[src/rtl/rf_write_arbiter.sv]
// rf_write_arbiter: merges two write requesters into one register-file write port.
// Each requester feeds its own 2-entry {reg, data} FIFO. Non-empty FIFOs are
// arbitrated round-robin, and at most one head per cycle is registered onto
// the rf_* write port.
//
// Ports:
//   clk, rst                    clock, asynchronous active-high reset
//   a_valid/a_ready/a_reg/a_data  requester A write handshake
//   b_valid/b_ready/b_reg/b_data  requester B write handshake
//   rf_we[1:0]                  2'b01 = write this cycle, 2'b00 = idle
//   rf_waddr, rf_wdata          write address/data (held between writes)
//   rd1_addr, rd2_addr          read addresses to check against pending writes
//   hazard1, hazard2            combinational: read address has a pending write
//   idle                        both FIFOs empty and no write on the port
//
// Build option: define RF_ZERO_GUARD_EN to accept and silently drop writes to
// register 0, and to suppress hazards on reads of register 0.
module rf_write_arbiter (
  input  logic        clk,
  input  logic        rst,
  input  logic        a_valid,
  output logic        a_ready,
  input  logic [4:0]  a_reg,
  input  logic [31:0] a_data,
  input  logic        b_valid,
  output logic        b_ready,
  input  logic [4:0]  b_reg,
  input  logic [31:0] b_data,
  output logic [1:0]  rf_we,
  output logic [4:0]  rf_waddr,
  output logic [31:0] rf_wdata,
  input  logic [4:0]  rd1_addr,
  input  logic [4:0]  rd2_addr,
  output logic        hazard1,
  output logic        hazard2,
  output logic        idle
);

  localparam int unsigned REG_W  = 5;
  localparam int unsigned DATA_W = 32;
  localparam int unsigned NPORT  = 2;
  localparam int unsigned DEPTH  = 2;
  localparam int unsigned CNT_W  = 2;

  localparam logic [1:0] WE_WRITE = 2'b01;
  localparam logic [1:0] WE_NONE  = 2'b00;

  typedef struct packed {
    logic [REG_W-1:0]  rg;
    logic [DATA_W-1:0] dat;
  } wr_entry_t;

  wr_entry_t              in_entry [NPORT];
  logic [NPORT-1:0]       in_valid;
  logic [NPORT-1:0]       ready;
  logic [NPORT-1:0]       push;
  logic [NPORT-1:0]       pop;
  logic [NPORT-1:0]       nonempty;
  logic [DEPTH-1:0]       slot_valid [NPORT];

  wr_entry_t              fifo_mem [NPORT][DEPTH];
  logic [NPORT-1:0]       wptr;
  logic [NPORT-1:0]       rptr;
  logic [CNT_W-1:0]       count [NPORT];
  logic                   last_b;
  wr_entry_t              head;

  // Gather both requesters into port-indexed arrays (0 = A, 1 = B).
  always_comb begin
    in_valid    = {b_valid, a_valid};
    in_entry[0] = '{rg: a_reg, dat: a_data};
    in_entry[1] = '{rg: b_reg, dat: b_data};
  end

  // FIFO status; ready depends on registered occupancy only, so a full FIFO
  // never accepts even in a cycle where it is also being popped.
  always_comb begin
    ready    = '0;
    nonempty = '0;
    push     = '0;
    for (int p = 0; p < NPORT; p++) begin
      slot_valid[p] = '0;
      ready[p]      = (count[p] != CNT_W'(DEPTH));
      nonempty[p]   = (count[p] != '0);
`ifdef RF_ZERO_GUARD_EN
      // Handshake still completes; register-0 entries just never get stored.
      push[p]       = in_valid[p] & ready[p] & (in_entry[p].rg != '0);
`else
      push[p]       = in_valid[p] & ready[p];
`endif
      for (int i = 0; i < DEPTH; i++) begin
        slot_valid[p][i] = (rptr[p] == 1'(i)) ? nonempty[p]
                                              : (count[p] == CNT_W'(DEPTH));
      end
    end
  end

  assign a_ready = ready[0];
  assign b_ready = ready[1];

  // Round-robin: on a tie, the port that did not win last time is granted.
  always_comb begin
    pop = '0;
    if (&nonempty) begin
      pop = last_b ? 2'b01 : 2'b10;
    end else begin
      pop = nonempty;
    end
    head = pop[1] ? fifo_mem[1][rptr[1]] : fifo_mem[0][rptr[0]];
  end

  // FIFO payload storage; validity is tracked by the reset pointers/counts.
  always_ff @(posedge clk) begin
    for (int p = 0; p < NPORT; p++) begin
      if (push[p]) begin
        fifo_mem[p][wptr[p]] <= in_entry[p];
      end
    end
  end

  // FIFO pointers, grant history and the registered write port.
  always_ff @(posedge clk or posedge rst) begin
    if (rst) begin
      wptr     <= '0;
      rptr     <= '0;
      for (int p = 0; p < NPORT; p++) begin
        count[p] <= '0;
      end
      last_b   <= 1'b1;
      rf_we    <= WE_NONE;
      rf_waddr <= '0;
      rf_wdata <= '0;
    end else begin
      for (int p = 0; p < NPORT; p++) begin
        if (push[p]) begin
          wptr[p] <= ~wptr[p];
        end
        if (pop[p]) begin
          rptr[p] <= ~rptr[p];
        end
        count[p] <= count[p] + CNT_W'(push[p]) - CNT_W'(pop[p]);
      end
      if (|pop) begin
        rf_we    <= WE_WRITE;
        rf_waddr <= head.rg;
        rf_wdata <= head.dat;
        last_b   <= pop[1];
      end else begin
        rf_we    <= WE_NONE;
      end
    end
  end

  // Read-after-write hazard: any stored entry or the write on the port now.
  always_comb begin
    hazard1 = 1'b0;
    hazard2 = 1'b0;
    for (int p = 0; p < NPORT; p++) begin
      for (int i = 0; i < DEPTH; i++) begin
        if (slot_valid[p][i]) begin
          if (fifo_mem[p][i].rg == rd1_addr) hazard1 = 1'b1;
          if (fifo_mem[p][i].rg == rd2_addr) hazard2 = 1'b1;
        end
      end
    end
    if (rf_we == WE_WRITE) begin
      if (rf_waddr == rd1_addr) hazard1 = 1'b1;
      if (rf_waddr == rd2_addr) hazard2 = 1'b1;
    end
`ifdef RF_ZERO_GUARD_EN
    if (rd1_addr == '0) hazard1 = 1'b0;
    if (rd2_addr == '0) hazard2 = 1'b0;
`endif
  end

  assign idle = ~|nonempty && (rf_we == WE_NONE);

endmodule
[config.mk]
export PLATFORM = sky130hd
export DESIGN_NAME = rf_write_arbiter
export DESIGN_NICKNAME = d
export VERILOG_FILES = /design/src/rtl/rf_write_arbiter.sv
export SDC_FILE = /design/constraint.sdc
export NUM_CORES = 1
export LEC_CHECK = 0
export CAP_MARGIN = 5
export CELL_PAD_IN_SITES_DETAIL_PLACEMENT = 0
export CELL_PAD_IN_SITES_GLOBAL_PLACEMENT = 1
export CORE_MARGIN = 10
export CORE_UTILIZATION = 47
export CTS_BUF_LIST = sky130_fd_sc_hd__clkbuf_8 sky130_fd_sc_hd__clkbuf_16
export DETAILED_ROUTE_END_ITERATION = 12
export GPL_TIMING_DRIVEN = 0
export PLACE_DENSITY = 0.84
export SLEW_MARGIN = 10
export SYNTH_ARGS = -nofsm -noshare
export SYNTH_HDL_FRONTEND = slang
export SYNTH_SLANG_ARGS = --single-unit
[constraint.sdc]
create_clock -name clk -period 3.9 [get_ports clk]
set_input_delay 0.78 -clock clk [delete_from_list [all_inputs] [get_ports clk]]
set_output_delay 0.78 -clock clk [all_outputs]
set_load 0.02 [all_outputs]
==> results.txt, run 1 <==
status: completed
CTS resizes: 0
top-count cell post-synth: edfxtp_1
maximum clock rate: 294 MHz
Die Ht: 152 um
met1 Track Usage GR: 0.212
clock network fraction of total power: 0.203
port bufs: 120
Reg clk slew, reported paths: 0.06 ns
vias post-DR: 5,224
post-synth top area cell: edfxtp_1
CTS max path bufs: 2
post-synthesis sequential area ratio: 0.683
first-pass GRT wire length: 30,900 um
Setup Skew: 0.0194 ns
CP startpoint kind: flop
drt drc: 0
die area: 23,200 sq um
Starting Density: 0.477
CP startpoint: count[3]
Mapped Cells: 572
Post-CTS Setup Bufs: 0
1st-pass router iterations: 5
Site Rows: 48
Synth Cell Area: 8230 sq um
Clock Root Buffer: clkbuf_16
post-route clock period utilization: 0.872
unrepaired setup endpoints after global routing: false
max-cap violations: 0
Syn. warnings: 0
DP Area: 9840 sq um
Final setup viols: 0
PD cells: 816 nW/um^2
clk sinks: 195
M3 GR Usage: 0.0469
Fin. Hold Viols: 0
vias in the first global route: 5,514
worst skew pair latency: 0.44 ns
CP max FO: 10
largest net degree at the start of global routing: 30
antenna viol nets, final: 0
Syn Area/Cell: 14.4 sq um
grt ovf: 0
Slew @ Worst Pin: 0.730 ns
cts bufs inserted: 17
Die Wd: 152 um
initial DRC count: 371
Net Sw Frac: 0.366
static leakage: 3.82 nW
share of layout cells above drive strength 1: 0.132
Layout area overhead: 26.7%
Max-slew headroom: 0.513
synthesis-stage register bit count: 195
CP Data Required Time: 3.12 ns
top cells by area, synth: edfxtp_1 54%, dfrtp_1 14%, mux2_2 4.9%
Unique masters post-synth: 33
H-tree Lvls: 4
Ant. Diodes: 0
Internal: 5.39 mW
Sequential Power Share: 0.385
I/O pin cnt: 132
Syn Nets: 664
post-route cell area: 10,400 sq um
fin. max-slew vios: 0
hold path start: count[1]
final net count: 808
initial antenna violation count: 0
gr usage total: 0.169
minimum clock period: 3.40 ns
core box area: 17,200 sq um
asr flop ratio synth: 0.241
Synth top cells by count: 148 x edfxtp_1, 46 x dfrtp_1, 44 x nor2_1
Post-Route WL: 19,900 um
CP endpoint kind: primary output
final core utilization: 0.605
Main synth FF type: edfxtp_1
Post-CTS Hold Buffers: 0
critical path arrival: 2.62 ns
post-detail-place hpwl: 14,100 um
filler instances: 1,275
IR drop worst, VDD: 0.000364 V
DR vias/cell: 5.48
CTS tree: built
number of synthesized flops with an enable pin: 148
WL/cell: 20.9 um
Synth top area share: 0.540
Psw: 3.12 mW
Reg2Reg Launch Point: count[3]
RD Place Congestion: 0.918
Logic pwr share: 0.413
critical path class: flop to primary output
HP Class: flop to flop
GR Util met2: 0.279
grt peak-use layer: met2
metal layers:
| metal | up-vias | part of all wire |
|---|---|---|
| li1 | 2403 | - |
| met1 | 2607 | 0.43 |
| met2 | 192 | 0.49 |
| met3 | 22 | 0.063 |
| met4 | 0 | 0.011 |
| met5 | - | 0 |
final cells by class:
class,count,area (sq um),area share
Timing Repair Buffer,125,1320,0.126
Clock buffer,17,425,0.0408
Tap cell,225,282,0.0270
Inverter,7,26.3,0.00252
Clock inverter,15,155,0.0149
Sequential cell,195,5620,0.539
Multi-Input combinational cell,330,2390,0.230
Buffer,40,204,0.0196
flip-flops by register name, indices dropped and copies added, names as in the netlist:
signal / count
rf_wdata: 32
rf_waddr: 5
rptr: 2
last_b: 1
wptr: 2
fifo_mem: 148
count: 4
rf_we: 1
worst max-delay path, stage by stage (launching register included):
cell and delay (ns):
dfrtp_1 0.42, nor2_1 0.28, buf_2 0.29, buf_2 0.28, nand2_1 0.17, nor2_1 0.12, clkdlybuf4s50_1 0.61
cells in the final DEF (no fill, tap or decap), types with 4 or more instances in the layout:
| master | n |
|---|---|
| edfxtp_1 | 148 |
| clkdlybuf4s50_1 | 120 |
| dfrtp_1 | 46 |
| nor2_1 | 42 |
| mux2i_1 | 37 |
| a21oi_1 | 37 |
| a22oi_1 | 37 |
| mux2_2 | 36 |
| xor2_1 | 34 |
| o21ai_0 | 24 |
| xnor2_1 | 24 |
| clkbuf_1 | 19 |
| clkbuf_16 | 17 |
| o21ai_1 | 13 |
| buf_2 | 10 |
| nand2_1 | 8 |
| nor4_1 | 8 |
| inv_1 | 7 |
| nand4_1 | 6 |
| buf_4 | 5 |
| nand3_1 | 4 |
| ha_1 | 4 |
final timing paths:
check | slack, ns | depth (start not counted) | to
max in group asynchronous | 2.61 | 3 | last_b
min in group asynchronous | 0.69 | 2 | rf_wdata[22]
max reg2reg | 1.59 | 8 | count[3]
max | 0.50 | 6 | idle
min | 0.52 | 1 | count[1]
min reg2reg | 0.52 | 1 | count[1]
through the flow:
stage | setup TNS, ns | setup WS, ns | std cells | hold WS [ns] | total power [mW]
after floorplan | 0 | 1.03 | 572 | 0.461 | 5.46
after global placement | -37.23 | -0.717 | 917 | 0.475 | 6.61
after detailed placement | 0 | 0.660 | 922 | 0.518 | 6.83
after CTS | 0 | 0.507 | 954 | 0.530 | 8.57
after global routing | 0 | 0.326 | 954 | 0.550 | 9.00
final | 0 | 0.501 | 954 | 0.521 | 8.51
power by group through the flow:
stage / Clock (mW) / Sequential (mW) / Combinational [mW]
after global placement: 0 / 3.31 / 3.31
after floorplan: 0 / 3.47 / 2.00
after CTS: 1.75 / 3.27 / 3.55
final: 1.72 / 3.27 / 3.51
after detailed placement: 0 / 3.31 / 3.53
after global routing: 1.83 / 3.34 / 3.84
kinds of logic (layout without fill, tap and decap cells):
group / Yosys count / in the layout / synth area share
muxes: 74 / 74 / 0.0957
DFF: 195 / 195 / 0.683
other: 1 / 1 / 0.000456
and+or+nand+nor: 78 / 78 / 0.0426
AOI/OAI and AO/OA: 115 / 115 / 0.0823
buffers and inverters: 47 / 204 / 0.0280
xor gates and xnor gates: 58 / 58 / 0.0617
adders and majority gates: 4 / 4 / 0.00608
Note: power is estimated with default switching activity, not from simulation.
==> run 2: changes to the inputs <==
--- a/config.mk
+++ b/config.mk
@@ -9,11 +9,11 @@
 export CELL_PAD_IN_SITES_DETAIL_PLACEMENT = 0
 export CELL_PAD_IN_SITES_GLOBAL_PLACEMENT = 1
 export CORE_MARGIN = 10
-export CORE_UTILIZATION = 47
-export CTS_BUF_LIST = sky130_fd_sc_hd__clkbuf_8 sky130_fd_sc_hd__clkbuf_16
+export CORE_UTILIZATION = 49
+export CTS_BUF_LIST = sky130_fd_sc_hd__clkbuf_4 sky130_fd_sc_hd__clkbuf_8
 export DETAILED_ROUTE_END_ITERATION = 12
 export GPL_TIMING_DRIVEN = 0
-export PLACE_DENSITY = 0.84
+export PLACE_DENSITY = 0.87
 export SLEW_MARGIN = 10
 export SYNTH_ARGS = -nofsm -noshare
 export SYNTH_HDL_FRONTEND = slang
==> results.txt, run 2 (same netlist as run 1, synthesis figures left out) <==
Post-CTS Setup Bufs: 0 (unchanged)
Reg2Reg Launch Point: count[3]
CTS tree: built
CTS resizes: 0 (unchanged)
most frequent cells in the layout: 148 x edfxtp_1, 120 x clkdlybuf4s50_1, 46 x dfrtp_1
Ant. Diodes: 0 (unchanged)
grt ovf: 0 (unchanged)
1st-pass router iterations: 5 (unchanged)
Final setup viols: 0 (unchanged)
Post-Route WL: 19,600 um (-1.5%)
Starting Density: 0.498 (+0.0206)
vias in the first global route: 5,618 (+1.9%)
CTS max path bufs: 2 (unchanged)
RD Place Congestion: 0.884 (-3.7%)
final net count: 808 (unchanged)
vias post-DR: 5,130 (-1.8%)
WL/cell: 20.7 um (-1.0%)
gr usage total: 0.177 (+0.00804)
CP Cell Sequence: nor2_1 > buf_2 > buf_2 > nand2_1 > nor2_1 > clkdlybuf4s50_1
maximum clock rate: 287 MHz (-2.6%)
DP Area: 9840 sq um (about the same)
initial DRC count: 391 (+5.4%)
delay-heaviest family, CP: buffers and inverters
filler instances: 1,254 (-1.6%)
unrepaired setup endpoints after global routing: false
H-tree Lvls: 4 (unchanged)
post-detail-place hpwl: 14,100 um (about the same)
Pwr Total: 8.03 mW (-5.6%)
Reg clk slew, reported paths: 0.09 ns (+0.03 ns)
critical path class: flop to primary output
drt drc: 0 (unchanged)
storage element area: 5620 sq um (unchanged)
port bufs: 120 (unchanged)
minimum clock period: 3.49 ns (+0.0896 ns)
hold path start: count[3]
I/O pin cnt: 132 (unchanged)
Post-CTS Hold Buffers: 0 (unchanged)
CP Data Required Time: 3.12 ns (about the same)
Slew @ Worst Pin: 0.666 ns (-0.0642 ns)
worst skew pair latency: 0.48 ns (+0.04 ns)
initial antenna violation count: 0 (unchanged)
Die Ht: 150 um (-1.8%)
Clock Root Buffer: clkbuf_8
die area: 22,400 sq um (-3.6%)
status: completed
Die Wd: 150 um (-1.8%)
post-route cell area: 10,200 sq um (-2.0%)
Site Rows: 47 (-2.1%)
core box area: 16,500 sq um (-4.1%)
fin. max-slew vios: 0 (unchanged)
clk sinks: 195 (unchanged)
Setup Skew: 0.0124 ns (-0.00697 ns)
DR vias/cell: 5.41 (-1.3%)
IR drop worst, VDD: 0.000429 V (+18%)
Layout area overhead: 24.2%
post-route clock period utilization: 0.895 (+0.0230)
CP startpoint kind: flop
largest net degree at the start of global routing: 35 (+17%)
HP Class: flop to flop
static leakage: 3.73 nW (-2.3%)
first-pass GRT wire length: 30,400 um (-1.8%)
slowest cell on the critical path: clkdlybuf4s50_1
buffers and inverters on the worst path: 3 (unchanged)
CP startpoint: count[3]
setup TNS: 0 ns (unchanged)
Setup WS pre-CTS: 0.647 ns (-0.0132 ns)
commonest non-fill, non-tap cell in the layout: edfxtp_1
critical path arrival: 2.71 ns (+0.09 ns)
max reg flops: 148 (unchanged)
Max-slew headroom: 0.555 (+0.0418)
CP endpoint kind: primary output
max-cap violations: 0 (unchanged)
antenna viol nets, final: 0 (unchanged)
CP max FO: 10 (unchanged)
Fin. Hold Viols: 0 (unchanged)
cts bufs inserted: 17 (unchanged)
PD cells: 786 nW/um^2 (-3.7%)
crit-path max cell delay: 0.62 ns (about the same)
share of layout cells above drive strength 1: 0.134 (+0.00274)
post-route worst setup slack: 0.411 ns (-0.0896 ns)
area of the multi-input gates: 2390 sq um (unchanged)
## run 2: path summary, 6_finish.rpt
check                               end  slack, ns  depth (start not counted)
max reg2reg                    count[3]       1.65                          8
max in group asynchronous        last_b       2.72                          3
min in group asynchronous  rf_wdata[10]       0.59                          2
min reg2reg                    count[3]       0.52                          1
min                            count[3]       0.52                          1
max                                idle       0.41                          6
## run 2: per-layer routing
metal	vias to the layer above	routed length (um)	track usage
met3	23	1600	0.0595
met1	2533	8010	0.214
li1	2401	-	-
met4	0	224	0.0491
met2	173	9790	0.297
met5	-	0	0
## run 2: per-stage QoR
stage,util,hold WS [ns],instances
2_1_floorplan,-,0.461,572
3_3_place_gp,0.587,0.476,912
3_5_place_dp,0.595,0.513,917
4_1_cts,0.618,0.528,949
5_1_grt,0.618,0.554,949
6_report,0.618,0.522,949
## run 2: power by group
group	internal, mW	total (mW)	switching [mW]
Sequential	2.93	3.26	0.322
Combinational	1.51	3.51	2.00
Clock	0.524	1.26	0.738
## run 2: final cells by class
class	instances	area share
inverters	7	0.00257
clock buffers	17	0.0229
clock inverters	15	0.0143
well taps	220	0.0269
plain buffers	40	0.0200
multi-input cells	330	0.234
repair buffers	125	0.129
flip-flops and latches	195	0.550
## run 2: worst reg2reg max path, stage by stage, from the launching register on
cell and delay, ns:
dfrtp_1 0.42, nor2_1 0.32, clkbuf_1 0.45, nor2_1 0.16, ha_1 0.31, inv_1 0.04, ha_1 0.19, xnor2_1 0.17
xnor2_1 0.13
